--- src/rtl/puf_crp_controller_pkg.sv ---
// Shared types and constants for the arbiter-PUF challenge/response controller.
// Holds the FSM encoding, challenge LFSR geometry and its single-step function.
package puf_crp_controller_pkg;

    localparam int unsigned LFSR_W = 32;

    // Galois form of x^32 + x^22 + x^2 + x + 1, right-shifting.
    localparam logic [LFSR_W-1:0] LFSR_TAPS     = 32'h8020_0003;
    localparam logic [LFSR_W-1:0] ZERO_SEED_SUB = 32'h0000_0001;
    localparam logic [LFSR_W-1:0] LFSR_RESET    = 32'h0000_0001;

    typedef enum logic [2:0] {
        IDLE,
        LOAD,
        LAUNCH,
        SAMPLE,
        OUTPUT
    } state_t;

    function automatic logic [LFSR_W-1:0] lfsr_step(input logic [LFSR_W-1:0] v);
        return (v >> 1) ^ (v[0] ? LFSR_TAPS : '0);
    endfunction

endpackage

--- src/rtl/puf_chal_lfsr.sv ---
// Challenge generator: 32-bit Galois LFSR with seed load and single-step advance.
// An all-zero seed would lock the register, so it is replaced on load.
module puf_chal_lfsr
    import puf_crp_controller_pkg::*;
(
    input  logic              clk,
    input  logic              rst_n,
    input  logic              load,
    input  logic              step,
    input  logic [LFSR_W-1:0] seed,
    output logic [LFSR_W-1:0] value
);

    always_ff @(posedge clk or negedge rst_n) begin
        if (!rst_n) begin
            value <= LFSR_RESET;
        end else if (load) begin
            value <= (seed == '0) ? ZERO_SEED_SUB : seed;
        end else if (step) begin
            value <= lfsr_step(value);
        end
    end

endmodule

--- src/rtl/puf_crp_controller.sv ---
// Drives an arbiter PUF one challenge per bit and packs the synchronised
// responses MSB-first into a RESP_W word, released with a valid/ready handshake.
module puf_crp_controller
    import puf_crp_controller_pkg::*;
#(
    parameter int unsigned RESP_W = 16,
    parameter int unsigned SETTLE = 8
) (
    input  logic              clk,
    input  logic              rst_n,
    input  logic              start,
    input  logic [31:0]       seed,
    output logic              busy,
    output logic [31:0]       Chal,
    output logic              in_X,
    output logic              in_Y,
    input  logic              out_Q,
    output logic [RESP_W-1:0] resp_data,
    output logic              resp_valid,
    input  logic              resp_ready
);

    localparam int unsigned CNT_W    = (RESP_W > 1) ? $clog2(RESP_W) : 1;
    localparam int unsigned SETTLE_W = $clog2(SETTLE);

    state_t state, state_nxt;

    logic [CNT_W-1:0]    bit_cnt;
    logic [SETTLE_W-1:0] settle_cnt;
    logic [RESP_W-1:0]   shreg;
    logic [LFSR_W-1:0]   lfsr_value;

    (* keep = "true", async_reg = "true" *) logic sync_q1;
    (* keep = "true", async_reg = "true" *) logic sync_q2;

    logic accept;
    logic last_bit;
    logic settle_done;

    assign accept      = (state == IDLE) && start;
    assign last_bit    = (bit_cnt == CNT_W'(RESP_W - 1));
    assign settle_done = (settle_cnt == SETTLE_W'(SETTLE - 1));

    puf_chal_lfsr u_lfsr (
        .clk   (clk),
        .rst_n (rst_n),
        .load  (accept),
        .step  ((state == SAMPLE) && !last_bit),
        .seed  (seed),
        .value (lfsr_value)
    );

    // State register
    always_ff @(posedge clk or negedge rst_n) begin
        if (!rst_n) begin
            state <= IDLE;
        end else begin
            state <= state_nxt;
        end
    end

    // Next-state logic
    always_comb begin
        state_nxt = state;
        unique case (state)
            IDLE:    if (start)       state_nxt = LOAD;
            LOAD:                     state_nxt = LAUNCH;
            LAUNCH:  if (settle_done) state_nxt = SAMPLE;
            SAMPLE:  state_nxt = last_bit ? OUTPUT : LOAD;
            OUTPUT:  if (resp_ready)  state_nxt = IDLE;
            default:                  state_nxt = IDLE;
        endcase
    end

    // Output logic: all outputs decode from state so reset clears them immediately
    always_comb begin
        busy       = (state != IDLE);
        in_X       = (state == LAUNCH);
        in_Y       = (state == LAUNCH);
        Chal       = '0;
        resp_valid = (state == OUTPUT);
        resp_data  = '0;
        if (state == LOAD || state == LAUNCH || state == SAMPLE) begin
            Chal = lfsr_value;
        end
        if (state == OUTPUT) begin
            resp_data = shreg;
        end
    end

    always_ff @(posedge clk or negedge rst_n) begin
        if (!rst_n) begin
            sync_q1 <= 1'b0;
            sync_q2 <= 1'b0;
        end else begin
            sync_q1 <= out_Q;
            sync_q2 <= sync_q1;
        end
    end

    // LAUNCH cycle counter restarts whenever the launch edge is low
    always_ff @(posedge clk or negedge rst_n) begin
        if (!rst_n) begin
            settle_cnt <= '0;
        end else if (state == LAUNCH) begin
            settle_cnt <= settle_cnt + 1'b1;
        end else begin
            settle_cnt <= '0;
        end
    end

    always_ff @(posedge clk or negedge rst_n) begin
        if (!rst_n) begin
            bit_cnt <= '0;
            shreg   <= '0;
        end else begin
            if (accept) begin
                bit_cnt <= '0;
                shreg   <= '0;
            end else if (state == SAMPLE) begin
                shreg <= (shreg << 1) | RESP_W'(sync_q2);
                if (!last_bit) begin
                    bit_cnt <= bit_cnt + 1'b1;
                end
            end
        end
    end

endmodule
--- config.mk ---
export PLATFORM = sky130hd
export DESIGN_NAME = puf_crp_controller
export DESIGN_NICKNAME = d
export VERILOG_FILES = /design/src/rtl/puf_crp_controller_pkg.sv /design/src/rtl/puf_chal_lfsr.sv /design/src/rtl/puf_crp_controller.sv
export SDC_FILE = /design/constraint.sdc
export NUM_CORES = 1
export LEC_CHECK = 0
export CORE_MARGIN = 5
export CORE_UTILIZATION = 45
export CTS_BUF_LIST = sky130_fd_sc_hd__clkbuf_4
export CTS_CLUSTER_DIAMETER = 30
export DETAILED_ROUTE_END_ITERATION = 10
export PLACE_DENSITY = 0.9
export SLEW_MARGIN = 10
export SYNTH_ARGS = -nofsm -noshare
export SYNTH_HDL_FRONTEND = slang
export SYNTH_SLANG_ARGS = --single-unit
--- constraint.sdc ---
create_clock -name clk -period 1.3 [get_ports clk]
set_input_delay 0.26 -clock clk [delete_from_list [all_inputs] [get_ports clk]]
set_output_delay 0.26 -clock clk [all_outputs]
set_load 0.01 [all_outputs]
==> results.sh <==
export IMPL_synth_area_mm2=0.00322
export IMPL_met1Wirelength_um=5640
export IMPL_netlist_top_cells_area="dfrtp_1, mux2i_1, nand2_1"
export IMPL_setup_viol=106
export IMPL_clk_path_buf_depth=2
export IMPL_wl_um=15600
export IMPL_synthCells=334
export IMPL_yosysMostFrequentCell="nand2_1"
export IMPL_hp_start="out_Q"
export IMPL_synth_seq_area_share_pct=46.6
export IMPL_cts_buffers=9
export IMPL_max_cap_viol_count=0
export IMPL_synth_edf_count=0
export IMPL_whs_endpoint="sync_q1$_DFF_PN0_"
export IMPL_gp_congestion=0.843
export IMPL_ir_worst_vdd_mv=1.63
export IMPL_synth_cell_type_count=37
export IMPL_end_kind="register"
export IMPL_cts_root_buf="clkbuf_4"
export IMPL_top_layer="met4"
export IMPL_rsz0062_at_grt="true"
export IMPL_path_clk_slew_ps=110
export IMPL_syn_to_final_growth_pct=85.9
export IMPL_crit_required_ps=1600
export IMPL_hold_viol_final=0
export IMPL_slew_headroom_pct=67.1
export IMPL_core_mm2=0.00687
export IMPL_layout_cells_non_filler=631
export IMPL_yosys_warnings=0
export IMPL_antenna_found_initial=1
export IMPL_grt_pass1_wl_um=20300
export IMPL_clk_insertion_delay_late_ps=420
export IMPL_grt_max_degree=22
export IMPL_wl_per_cell_um=24.8
export IMPL_portBuffers=88
export IMPL_holdPathStages=1
export IMPL_cts_max_level=3
export IMPL_yosysTopAreaCell="dfrtp_1"
export IMPL_synth_nets=374
export IMPL_hold_path_class="input port to register"
export IMPL_nets=570
export IMPL_synth_top_cell_area_share_pct=45.8
export IMPL_drc=0
export IMPL_dieArea_mm2=0.00895
export IMPL_wl_met3_um=1440
export IMPL_setup_tns_ps=-61510
export IMPL_layout_drive_gt1_share_pct=54.3
export IMPL_cts_tree="yes"
export IMPL_fp_dieW_um=94.6
export IMPL_reg2reg_depth=9
export IMPL_syn_mean_instance_area_um2=9.65
export IMPL_final_max_slew_violation_count=0
export IMPL_critical_path_class="register to register"
export IMPL_worst_path_max_fanout=5
export IMPL_r2r_start="state[0]$_DFFE_PN0P_"
export IMPL_p_per_area_mw_per_mm2=2410
export IMPL_firstDrtPassIters=5
export IMPL_grt_pass1_vias=3781
export IMPL_p_leak_nw=2.83
export IMPL_period_share_pct=150
export IMPL_final_seq_area_mm2=0.00151
export IMPL_drt_antenna_violating_nets=0
export IMPL_power_mw=14.4
export IMPL_arrival_ps=2240
export IMPL_io_pins=89
export IMPL_outcome="complete, but fails checks"
export IMPL_drt_iter0_drc=368
export IMPL_synthTopCellsByCount="nand2_1, dfrtp_1, and2_1, mux2i_1, a21oi_1"
export IMPL_routed_via_density=6.12
export IMPL_synth_seq_cells=60
export IMPL_yosys_most_used_dff="dfrtp_1"
export IMPL_worst_setup_path_start_kind="register"
export IMPL_tightest_slew_ps=488
export IMPL_placed_cells=570
export IMPL_rr_endpoint="shreg[15]$_DFFE_PN0P_"
export IMPL_multi_input_area_mm2=0.00189
export IMPL_start_util_pct=46.9
export IMPL_die_h_um=94.6
export IMPL_synthArstFlopShare_pct=100
export IMPL_fmax_mhz=513
export IMPL_violations="setup timing"
export IMPL_worst_slack_ps=-648
export IMPL_grtUsageTotal_pct=30.1
export IMPL_grt_ovfl_total=0
export IMPL_routed_wl_met2_um=7530
export IMPL_via_count=3864
export IMPL_reg2reg_slack_ps=-650
export IMPL_num_rows=30
export IMPL_clock_sinks=60
export IMPL_clock_skew_ps=20.4
export IMPL_layout_min_cycle_time_ps=1950
export IMPL_dp_hpwl_um=6330
export IMPL_fillers=281
worst max-delay path, cell delays in order, from the launching register on:
cell and delay (ps):
dfrtp_1 430, buf_6 140, buf_6 110, or3_4 390, nor2_4 160, buf_6 170
buf_12 120, buf_12 120, clkbuf_16 140, a21oi_2 40
cells in the final DEF, fill, tap and decap left out, drive strengths merged, types with 2 or more instances in the layout:
master	synthesis	routed
nor3	4	4
nand3	3	3
clkbuf	8	16
and2	34	34
mux2i	29	29
nor4	8	8
clkinv	0	4
inv	3	3
o21ai	32	32
nand4	3	3
clkdlybuf4s50	0	35
nor2	9	9
nand2	66	66
nor2b	2	2
and3	19	19
buf	16	167
ha	3	3
xnor2	6	6
a21oi	21	21
dfrtp	59	59
worst max-delay path by stage:
| stage | start | to | slack, ps | cells after the start |
|---|---|---|---|---|
| 5_1_grt | state[1]$_DFFE_PN0P_ | Chal[30] | -690 | 6 |
| 3_5_place_dp | state[0]$_DFFE_PN0P_ | Chal[17] | -490 | 5 |
| 3_3_place_gp | state[2]$_DFFE_PN0P_ | Chal[0] | -390 | 4 |
| 2_1_floorplan | state[2]$_DFFE_PN0P_ | u_lfsr.value[23]$_DFFE_PN0P_ | -160 | 5 |
| 4_1_cts | state[0]$_DFFE_PN0P_ | Chal[13] | -590 | 6 |
| 6_report | state[0]$_DFFE_PN0P_ | shreg[15]$_DFFE_PN0P_ | -650 | 9 |
cell families after synthesis:
logic type	after synthesis	synth area share (%)
muxes	29	9.01
buffers and inverters	27	6.72
xor gates and xnor gates	6	1.63
AOI/OAI and AO/OA	57	10.5
adders and majority gates	3	1.17
and+or+nand+nor	152	24.3
DFF	60	46.6
metal layers:
layer	track usage, %	vias up
met5	0	-
met4	15.9	0
met3	6.53	105
met2	49.8	343
met1	36.6	1883
li1	-	1533
repair_timing:
action,in CTS,in global routing
gates cloned,15,4
buffers inserted,23,5
resized for setup,296,97
hold buffers,1,0
setup endpoints to repair,106,107
pin swaps,29,14
endpoints found under the hold margin,13,0
stage by stage:
stage / setup slack [ps] / hold slack [ps] / utilization, % / instance area (um^2)
5_1_grt: -694 / 272 / 87.2 / 5990
3_5_place_dp: -491 / 213 / 67.9 / 4670
2_1_floorplan: -155 / -35.6 / - / 3240
4_1_cts: -591 / 283 / 80.7 / 5540
6_report: -648 / 297 / 87.2 / 5990
3_3_place_gp: -388 / 203 / 67.9 / 4670
registers in the layout, summed over array words and instances, names as in the netlist:
name and count:
u_lfsr.value 32, sync_q2 1, state 3, bit_cnt 4, shreg 16, sync_q1 1
settle_cnt 3
cell type report:
| class | instances | share of cell area (%) |
|---|---|---|
| repair buffers | 209 | 39.5 |
| diodes | 1 | 0.0418 |
| well taps | 96 | 2.01 |
| clock inverters | 4 | 0.292 |
| multi-input cells | 247 | 31.5 |
| flip-flops and latches | 60 | 25.1 |
| inverters | 3 | 0.188 |
| clock buffers | 11 | 1.38 |
power breakdown:
group          total, mW  leakage [nW]  internal [mW]  switching, mW
registers           3.16         0.765           2.57          0.586
clock network       1.16        0.0616          0.409          0.747
logic               10.1          2.01           5.66           4.45
total               14.4          2.83           8.64           5.79
Power figures use the tool's default switching activity.
